==> config.mk <==
export PLATFORM = sky130hd
export DESIGN_NAME = mskenc4
export DESIGN_NICKNAME = d
export VERILOG_FILES = /design/src/rtl/cadr_msk_pkg.sv /design/src/rtl/mskenc_chunk.sv /design/src/rtl/mskenc4.sv
export SDC_FILE = /design/constraint.sdc
export NUM_CORES = 1
export LEC_CHECK = 0
export ABC_AREA = 1
export CAP_MARGIN = 20
export CORE_MARGIN = 2
export CORE_UTILIZATION = 45
export DETAILED_ROUTE_END_ITERATION = 8
export DONT_BUFFER_PORTS = 1
export PLACE_DENSITY = 0.68
export SLEW_MARGIN = 20
export SYNTH_ARGS = -nofsm -noshare
export SYNTH_HDL_FRONTEND = slang
export SYNTH_HIERARCHICAL = 1
export SYNTH_SLANG_ARGS = --single-unit
==> constraint.sdc <==
create_clock -name clk -period 2.2 [get_ports clk]
set_input_delay 0.44 -clock clk [delete_from_list [all_inputs] [get_ports clk]]
set_output_delay 0.44 -clock clk [all_outputs]
set_load 0.01 [all_outputs]
==> src/rtl/cadr_msk_pkg.sv <==
// Shared types and constants for the CADR mask generator/encoder datapath.
package cadr_msk_pkg;

   localparam int unsigned MSK_W     = 32;
   localparam int unsigned MSK_IDX_W = 5;

   // Empty field encoding: mskr > mskl, which the generator turns into a zero mask.
   localparam logic [MSK_IDX_W-1:0] MSKL_EMPTY = 5'd0;
   localparam logic [MSK_IDX_W-1:0] MSKR_EMPTY = 5'd31;

   typedef enum logic [1:0] {
      ST_IDLE = 2'd0,
      ST_SCAN = 2'd1,
      ST_DONE = 2'd2
   } state_e;

endpackage

==> src/rtl/mskenc_chunk.sv <==
// Combinational summary of one mask chunk: presence, lowest/highest set bit,
// all-ones and internal-gap flags.
module mskenc_chunk #(
   parameter int unsigned CHUNK_W = 8,
   parameter int unsigned IDX_W   = $clog2(CHUNK_W)
) (
   input  logic [CHUNK_W-1:0] chunk,
   output logic               any,
   output logic [IDX_W-1:0]   lo_idx,
   output logic [IDX_W-1:0]   hi_idx,
   output logic               all_ones,
   output logic               gap
);

   logic [CHUNK_W-1:0] w_norm;

   always_comb begin
      any      = |chunk;
      all_ones = &chunk;
      lo_idx   = '0;
      hi_idx   = '0;
      for (int i = CHUNK_W - 1; i >= 0; i--) begin
         if (chunk[i]) lo_idx = IDX_W'(i);
      end
      for (int i = 0; i < CHUNK_W; i++) begin
         if (chunk[i]) hi_idx = IDX_W'(i);
      end
      // Right-justified bits form one run iff adding 1 clears every set bit.
      w_norm = chunk >> lo_idx;
      gap    = any && ((w_norm & CHUNK_W'(w_norm + 1'b1)) != '0);
   end

endmodule

==> src/rtl/mskenc4.sv <==
// Mask encoder: recovers mskl/mskr bounds from a 32-bit field mask, one chunk per cycle.
// Define MSKENC4_CONTIG_CHECK_EN to compile in run tracking that drives noncontig.
module mskenc4
   import cadr_msk_pkg::*;
#(
   parameter int unsigned CHUNK_W = 8
) (
   input  logic                 clk,
   input  logic                 reset,
   input  logic                 in_valid,
   output logic                 in_ready,
   input  logic [MSK_W-1:0]     msk_in,
   output logic                 out_valid,
   input  logic                 out_ready,
   output logic [MSK_IDX_W-1:0] mskl,
   output logic [MSK_IDX_W-1:0] mskr,
   output logic                 zero,
   output logic                 noncontig
);

   localparam int unsigned NCHUNK = MSK_W / CHUNK_W;
   localparam int unsigned CNT_W  = (NCHUNK > 1) ? $clog2(NCHUNK) : 1;
   localparam int unsigned IDX_W  = $clog2(CHUNK_W);
   localparam logic [CNT_W-1:0] CNT_LAST = CNT_W'(NCHUNK - 1);

   state_e                 r_state;
   state_e                 w_state_nxt;
   logic                   r_in_ready;
   logic                   r_out_valid;
   logic [MSK_W-1:0]       r_sh;
   logic [CNT_W-1:0]       r_cnt;
   logic                   r_found;
   logic [MSK_IDX_W-1:0]   r_mskl;
   logic [MSK_IDX_W-1:0]   r_mskr;
   logic                   r_zero;
   logic                   r_noncontig;

   logic                   w_any;
   logic [IDX_W-1:0]       w_lo;
   logic [IDX_W-1:0]       w_hi;
   logic                   w_all_ones;
   logic                   w_gap;
   logic [MSK_IDX_W-1:0]   w_base;
   logic                   w_accept;

   mskenc_chunk #(
      .CHUNK_W (CHUNK_W),
      .IDX_W   (IDX_W)
   ) u_chunk (
      .chunk    (r_sh[CHUNK_W-1:0]),
      .any      (w_any),
      .lo_idx   (w_lo),
      .hi_idx   (w_hi),
      .all_ones (w_all_ones),
      .gap      (w_gap)
   );

   // Chunk base is the counter with the in-chunk index bits appended as zeros.
   assign w_base   = MSK_IDX_W'(MSK_IDX_W'(r_cnt) << IDX_W);
   assign w_accept = (r_state == ST_IDLE) && in_valid;

   always_ff @(posedge clk) begin
      if (reset) r_state <= ST_IDLE;
      else       r_state <= w_state_nxt;
   end

   always_comb begin
      w_state_nxt = r_state;
      case (r_state)
         ST_IDLE: if (in_valid)           w_state_nxt = ST_SCAN;
         ST_SCAN: if (r_cnt == CNT_LAST)  w_state_nxt = ST_DONE;
         ST_DONE: if (out_ready)          w_state_nxt = ST_IDLE;
         default:                         w_state_nxt = ST_IDLE;
      endcase
   end

   // Handshake flags track the upcoming state so they are pure register outputs.
   always_ff @(posedge clk) begin
      if (reset) begin
         r_in_ready  <= 1'b1;
         r_out_valid <= 1'b0;
      end else begin
         r_in_ready  <= (w_state_nxt == ST_IDLE);
         r_out_valid <= (w_state_nxt == ST_DONE);
      end
   end

   always_ff @(posedge clk) begin
      if (reset) begin
         r_sh    <= '0;
         r_cnt   <= '0;
         r_found <= 1'b0;
         r_mskl  <= '0;
         r_mskr  <= '0;
         r_zero  <= 1'b0;
      end else if (w_accept) begin
         r_sh    <= msk_in;
         r_cnt   <= '0;
         r_found <= 1'b0;
         r_mskl  <= MSKL_EMPTY;
         r_mskr  <= MSKR_EMPTY;
         r_zero  <= 1'b1;
      end else if (r_state == ST_SCAN) begin
         r_sh  <= r_sh >> CHUNK_W;
         r_cnt <= CNT_W'(r_cnt + 1'b1);
         if (w_any) begin
            r_found <= 1'b1;
            r_zero  <= 1'b0;
            r_mskl  <= w_base + MSK_IDX_W'(w_hi);
            if (!r_found) r_mskr <= w_base + MSK_IDX_W'(w_lo);
         end
      end
   end

`ifdef MSKENC4_CONTIG_CHECK_EN
   logic r_open;
   logic w_unused;
   assign w_unused = w_all_ones;

   // A chunk breaks contiguity if it has an internal hole, or if an earlier run
   // did not reach the top of the previous chunk and continue from bit 0 here.
   always_ff @(posedge clk) begin
      if (reset) begin
         r_open      <= 1'b0;
         r_noncontig <= 1'b0;
      end else if (w_accept) begin
         r_open      <= 1'b0;
         r_noncontig <= 1'b0;
      end else if (r_state == ST_SCAN) begin
         if (w_any) begin
            if (w_gap || (r_found && !(r_open && (w_lo == '0)))) r_noncontig <= 1'b1;
            r_open <= (w_hi == IDX_W'(CHUNK_W - 1));
         end else begin
            r_open <= 1'b0;
         end
      end
   end
`else
   logic w_unused;
   assign w_unused    = w_all_ones ^ w_gap;
   assign r_noncontig = 1'b0;
`endif

   assign in_ready  = r_in_ready;
   assign out_valid = r_out_valid;
   assign mskl      = r_mskl;
   assign mskr      = r_mskr;
   assign zero      = r_zero;
   assign noncontig = r_noncontig;

endmodule

==> metrics.json, run 1 <==
{
  "worstHoldPathType": "input port to flop",
  "mappedNetlistNets": 333,
  "drc_errors": 0,
  "clock-sinks": 50,
  "grt_antenna_before_repair": 0,
  "seq_area_mm2": 0.00100,
  "max_capacitance_violation_total": 0,
  "clock_tree_root_buffer_cell": "clkbuf_8",
  "die_width_um": 73.2,
  "ir_drop_mv": 0.420,
  "worst_slew_margin_rel_pct": 66.2,
  "area_growth_synth_to_finish_pct": 4.13,
  "setup-tns-final_ns": 0,
  "cts_buffer_depth": 2,
  "n_diodes": 0,
  "initial_drt_markers": 114,
  "synthCells": 296,
  "holdBufCountCts": 0,
  "cp.depth": 5,
  "timing.hold.ws_ns": 0.199,
  "grt_start_max_net_pins": 43,
  "core_outline_area_mm2": 0.00466,
  "cp_data_required_time_ns": 2.42,
  "floorplan.die_area_mm2": 0.00535,
  "detail_route.vias_per_cell": 5.05,
  "critical_path_class": "flop to flop",
  "rsz0062_at_grt": "no",
  "crit_path_max_incr_delay_ns": 0.49,
  "post_cts.repair.setup_buffers": 0,
  "final_net_count": 325,
  "finalClockSkew_ns": 0.00848,
  "post_route_cells_drive_above_1_share_pct": 11.8,
  "path_buf_inv": 2,
  "port-buffer-count": 0,
  "report.final.setup_viol": 0,
  "worst-endpoint-arrival_ns": 1.80,
  "fin_max_slew_vios": 0,
  "globalRouteOverflowTotal": 0,
  "ys_warn_count": 6,
  "layout_min_cycle_time_ns": 1.58,
  "via_count_of_the_first_global_routing_pass": 1523,
  "final.period_utilization_pct": 71.7,
  "design.portCount": 50,
  "power_density_mw_per_mm2": 846,
  "post_cts_resize_count": 0,
  "detail_route.first_pass.iterations": 4,
  "power_uw": 1900,
  "timing.critical_path.cells": "inv_1 -> nand3_2 -> inv_2 -> nand2_1 -> a31oi_1",
  "fp-row-count": 25,
  "die_height_um": 73.2,
  "tritoncts": "built",
  "place.gp.congestion": 0.792,
  "floorplan.initialDensity_pct": 46.2,
  "run_status": "finished clean",
  "timing.critical_path.to_type": "flop",
  "grt_pass1_wl_mm": 7.31,
  "reg2reg_slack_ns": 0.62,
  "syn-cell-area_mm2": 0.00215,
  "nFillCells": 450,
  "cts_inserted_buffers": 5,
  "wire_per_inst_um": 13.0,
  "critPathMaxFanout": 32,
  "route.antenna.remaining_nets": 0,
  "worst_case_reg_to_reg_path_depth": 5,
  "cts_max_level": 2,
  "totalWireLength_mm": 4.46,
  "power.leakage_uw": 0.000864,
  "syn_avg_cell_area_um2": 7.27,
  "max_freq_mhz": 634,
  "dr_total_vias": 1727,
  "dp.final_hpwl_mm": 3.03,
  "clk-insertion-delay-late_ns": 0.30,
  "multi_input_logic_area_um2": 956,
  "final_hold_viol_count": 0,
  "worst_slew_pin_slew_ns": 0.506,
  "slowest_cell_on_the_critical_path": "inv_2",
  "grt_util_all_layers_pct": 17.8,
  "startpoint_type": "flop",
  "worst_hold_path.num_cells": 1,
  "clkSlewWorstSetupHoldPaths_ns": 0.09,
  "cpLargestDelayFamily": "buffers and inverters"
}
metal layers:
metal  up-vias  share of wire [%]  GRT usage, %  wire (µm)
li1        920                  -             -          -
met2        31                 45          26.2       2010
met3         5                5.1          5.11        227
met5         -                  0             0          0
met4         0                1.1          6.17         48
met1       771                 49          24.7       2170
metrics by stage:
stage	worst slack (ns)	cell area (µm²)	std cells	util [%]
3_5_place_dp	0.626	2130	335	45.7
4_1_cts	0.614	2240	342	48.1
6_report	0.623	2240	342	48.1
2_1_floorplan	0.880	2150	296	-
5_1_grt	0.445	2240	342	48.1
3_3_place_gp	0.669	2130	335	45.7
cells in the final DEF (no fill, tap or decap), types with 3 or more instances in the layout:
| cell type | n |
|---|---|
| nand2_2 | 4 |
| dfxtp_1 | 50 |
| a31oi_1 | 24 |
| nand2_4 | 3 |
| nand3_1 | 5 |
| inv_1 | 15 |
| nor2_1 | 7 |
| clkbuf_8 | 6 |
| nand2_1 | 122 |
| o21ai_0 | 4 |
| nor2_2 | 3 |
| a21oi_1 | 23 |
| inv_2 | 11 |
final timing paths:
kind,startpoint,to
min,reset,r_sh[4]$_SDFFE_PP0P_
max reg2reg,r_state[0]$_SDFF_PP0_,r_sh[5]$_SDFFE_PP0P_
min reg2reg,r_sh[26]$_SDFFE_PP0P_,r_sh[26]$_SDFFE_PP0P_
max,r_state[0]$_SDFF_PP0_,r_sh[5]$_SDFFE_PP0P_
cell type report:
class / instances / share of cell area, %
multi-input combinational: 204 / 42.6
tap: 54 / 3.01
clock inverter: 1 / 1.34
inverter: 26 / 4.35
timing repair buffer: 1 / 0.335
sequential: 50 / 44.6
clock buffer: 6 / 3.68
where the power goes:
| group | switching (µW) | internal [µW] |
|---|---|---|
| Sequential | 48.1 | 963 |
| Clock | 284 | 364 |
| Combinational | 157 | 81.5 |
| Total | 489 | 1410 |
state kept, by name (all words and copies together), names as in the netlist:
| register | cells |
|---|---|
| in_ready | 1 |
| mskl | 5 |
| mskr | 5 |
| out_valid | 1 |
| r_cnt | 2 |
| r_found | 1 |
| r_sh | 32 |
| r_state | 2 |
| zero | 1 |
(Power assumes the default switching activity.)
==> run 2: changes to the inputs <==
Settings changed: PLACE_DENSITY 0.68 to 0.7.
Clock period 2.2 ns to 1.39 ns, I/O delays scaled along.
==> run 2 against run 1 <==
Clock skew fell by 0.0044 ns; largest power group unchanged; sequential power rose by 57%; sequential cell count did not move; critical path type unchanged; clock power rose by 57%; highest routed layer unchanged; largest cell class unchanged.
==> metrics.json, run 2 (synthesized netlist as in run 1, its figures left out) <==
{
  "timing.hold.ws": {"value": 0.0333, "unit": "ns", "change": "was 0.199 ns"},
  "route.antenna.remaining_nets": {"value": 0, "change": "unchanged"},
  "dp.final_hpwl": {"value": 3.10, "unit": "mm", "change": "was 3.03 mm"},
  "max_freq": {"value": 781, "unit": "MHz", "change": "was 634 MHz"},
  "grt_pass1_wl": {"value": 7.28, "unit": "mm", "change": "was 7.31 mm"},
  "final.period_utilization": {"value": 92.1, "unit": "%", "change": "was 71.7%"},
  "timing.critical_path.to_type": {"value": "flop", "change": "unchanged"},
  "most-common-layout-cells": {"value": "120 x nand2_1, 50 x dfxtp_1, 24 x a31oi_1", "change": "was 122 x nand2_1, 50 x dfxtp_1, 24 x a31oi_1"},
  "drc_errors": {"value": 0, "change": "unchanged"},
  "die_width": {"value": 73.2, "unit": "µm", "change": "unchanged"},
  "worstHoldPathType": {"value": "input port to flop", "change": "unchanged"},
  "worst-endpoint-arrival": {"value": 1.48, "unit": "ns", "change": "was 1.80 ns"},
  "final_hold_viol_count": {"value": 0, "change": "unchanged"},
  "final_net_count": {"value": 334, "change": "was 325"},
  "power_density": {"value": 1300, "unit": "mW/mm²", "change": "was 846 mW/mm²"},
  "finalClockSkew": {"value": 0.00406, "unit": "ns", "change": "was 0.00848 ns"},
  "setup-tns-final": {"value": 0, "unit": "ns", "change": "unchanged"},
  "max_capacitance_violation_total": {"value": 0, "change": "unchanged"},
  "cts_buffer_depth": {"value": 2, "change": "unchanged"},
  "nFillCells": {"value": 470, "change": "was 450"},
  "fin_ws": {"value": 0.110, "unit": "ns", "change": "was 0.623 ns"},
  "post_cts.repair.setup_buffers": {"value": 0, "change": "unchanged"},
  "layout_min_cycle_time": {"value": 1.28, "unit": "ns", "change": "was 1.58 ns"},
  "detail_route.first_pass.iterations": {"value": 4, "change": "unchanged"},
  "core_outline_area": {"value": 0.00466, "unit": "mm²", "change": "unchanged"},
  "report.final.setup_viol": {"value": 0, "change": "unchanged"},
  "place.gp.congestion": {"value": 0.776, "change": "was 0.792"},
  "cp_data_required_time": {"value": 1.59, "unit": "ns", "change": "was 2.42 ns"},
  "clkSlewWorstSetupHoldPaths": {"value": 0.09, "unit": "ns", "change": "about the same"},
  "clk-insertion-delay-late": {"value": 0.30, "unit": "ns", "change": "about the same"},
  "layout.cell_area.non_filler": {"value": 0.00236, "unit": "mm²", "change": "was 0.00224 mm²"},
  "grt_start_max_net_pins": {"value": 43, "change": "unchanged"},
  "port-buffer-count": {"value": 0, "change": "unchanged"},
  "crit_path_max_incr_delay": {"value": 0.34, "unit": "ns", "change": "was 0.49 ns"},
  "startpoint_type": {"value": "flop", "change": "unchanged"},
  "die_height": {"value": 73.2, "unit": "µm", "change": "unchanged"},
  "critical-path-top-cell-by-count": "nand2_4",
  "fin_max_slew_vios": {"value": 0, "change": "unchanged"},
  "grt_antenna_before_repair": {"value": 0, "change": "unchanged"},
  "post-place-ws": {"value": 0.0712, "unit": "ns", "change": "was 0.626 ns"},
  "registers.top_by_ff_count": {"value": "r_sh", "change": "unchanged"},
  "floorplan.die_area": {"value": 0.00535, "unit": "mm²", "change": "unchanged"},
  "seq_area": {"value": 0.00100, "unit": "mm²", "change": "unchanged"},
  "timing.critical_path.cells": {"value": "inv_2 -> nand2_4 -> nor2_4 -> nand2_4 -> nand2_2 -> nand4_1 -> buf_4 -> nand3_1 -> a21oi_1", "change": "was inv_1 -> nand3_2 -> inv_2 -> nand2_1 -> a31oi_1"},
  "clock-sinks": {"value": 50, "change": "unchanged"},
  "rsz0062_at_grt": {"value": "no", "change": "unchanged"},
  "design.portCount": {"value": 50, "change": "unchanged"},
  "clock_tree_root_buffer_cell": {"value": "clkbuf_8", "change": "unchanged"},
  "grt_util_all_layers": {"value": 17.8, "unit": "%", "change": "about the same"},
  "via_count_of_the_first_global_routing_pass": {"value": 1678, "change": "was 1,523"},
  "power.leakage": {"value": 0.000915, "unit": "µW", "change": "was 0.000864 µW"},
  "detail_route.vias_per_cell": {"value": 5.05, "change": "about the same"},
  "globalRouteOverflowTotal": {"value": 0, "change": "unchanged"},
  "max_reg_flops": {"value": 32, "change": "unchanged"},
  "tritoncts": {"value": "built", "change": "unchanged"},
  "cts_inserted_buffers": {"value": 5, "change": "unchanged"},
  "critPathMaxFanout": {"value": 5, "change": "was 32"},
  "floorplan.initialDensity": {"value": 46.2, "unit": "%", "change": "unchanged"},
  "initial_drt_markers": {"value": 97, "change": "was 114"},
  "wire_per_inst": {"value": 12.5, "unit": "µm", "change": "was 13.0 µm"},
  "critical_path_class": {"value": "flop to flop", "change": "unchanged"},
  "n_diodes": {"value": 0, "change": "unchanged"},
  "slowest_cell_on_the_critical_path": {"value": "dfxtp_1", "change": "was inv_2"},
  "post_route_cells_drive_above_1_share": {"value": 15.8, "unit": "%", "change": "was 11.8%"},
  "fp-row-count": {"value": 25, "change": "unchanged"},
  "layout.cells.most_common": {"value": "nand2_1", "change": "unchanged"},
  "area_growth_synth_to_finish": {"value": 9.41, "unit": "%", "change": "was 4.13%"},
  "ir_drop": {"value": 0.610, "unit": "mV", "change": "was 0.420 mV"},
  "cts_max_level": {"value": 2, "change": "unchanged"},
  "multi_input_logic_area": {"value": 963, "unit": "µm²", "change": "was 956 µm²"},
  "totalWireLength": {"value": 4.40, "unit": "mm", "change": "was 4.46 mm"},
  "placed_cell_area": {"value": 0.00223, "unit": "mm²", "change": "was 0.00213 mm²"},
  "dr_total_vias": {"value": 1779, "change": "was 1,727"},
  "run_status": {"value": "finished clean", "change": "unchanged"}
}
[run 2: changes by cell type in the layout (fill, tap and decap cells not counted), sizes merged]
cell	previous run	this run
clkbuf	6	5
clkinvlp	0	2
buf	1	10
[run 2: layout make-up]
cell class	count	area share [%]
well taps	54	2.87
clock buffers	5	2.92
repair buffers	10	4.78
multi-input cells	204	40.9
clock inverters	3	1.91
inverters	26	4.14
flip-flops and latches	50	42.5
[run 2: timing repair]
item | in CTS | in global routing
endpoints found under the setup margin | 0 | 5
hold buffers | 0 | 0
resized for setup | 0 | 3
hold endpoints to repair | 0 | 0
[run 2: power by group]
part           switching [µW]  internal (µW)  total (µW)  leakage [µW]
Clock                     488            535        1020     0.0000504
Combinational             266            175         441      0.000455
Sequential               67.8           1520        1590      0.000410
Total                     822           2230        3060      0.000915
[run 2: routing by layer]
metal,track usage [%],wire length (µm),vias up,part of all wire [%]
li1,-,-,943,-
met1,21.7,2000,790,45
met2,29.8,2130,40,48
met3,4.83,214,6,4.9
met4,6.79,53,0,1.2
met5,0,0,-,0
[run 2: final timing paths]
check | depth (start not counted) | slack, ns | from | to
hold reg to reg | 2 | 0.46 | r_sh[27]$_SDFFE_PP0P_ | r_sh[27]$_SDFFE_PP0P_
setup / recovery | 9 | 0.11 | r_sh[3]$_SDFFE_PP0P_ | mskr[3]$_SDFFE_PP0P_
hold / removal | 1 | 0.03 | reset | zero$_SDFFE_PP0P_
setup reg to reg | 9 | 0.11 | r_sh[3]$_SDFFE_PP0P_ | mskr[3]$_SDFFE_PP0P_
[run 2: critical path: cells and delay by family (launching register included)]
family	cells	cell delay (ns)
flops	1	0.34
simple gates	6	0.52
compound gates	1	0.07
buf+inv	2	0.26
[run 2: stage by stage]
stage	power [µW]	util [%]	cells
2_1_floorplan	1970	-	296
3_3_place_gp	2050	47.9	344
3_5_place_dp	2060	47.9	344
4_1_cts	3080	50.4	352
5_1_grt	3210	50.6	352
6_report	3060	50.6	352
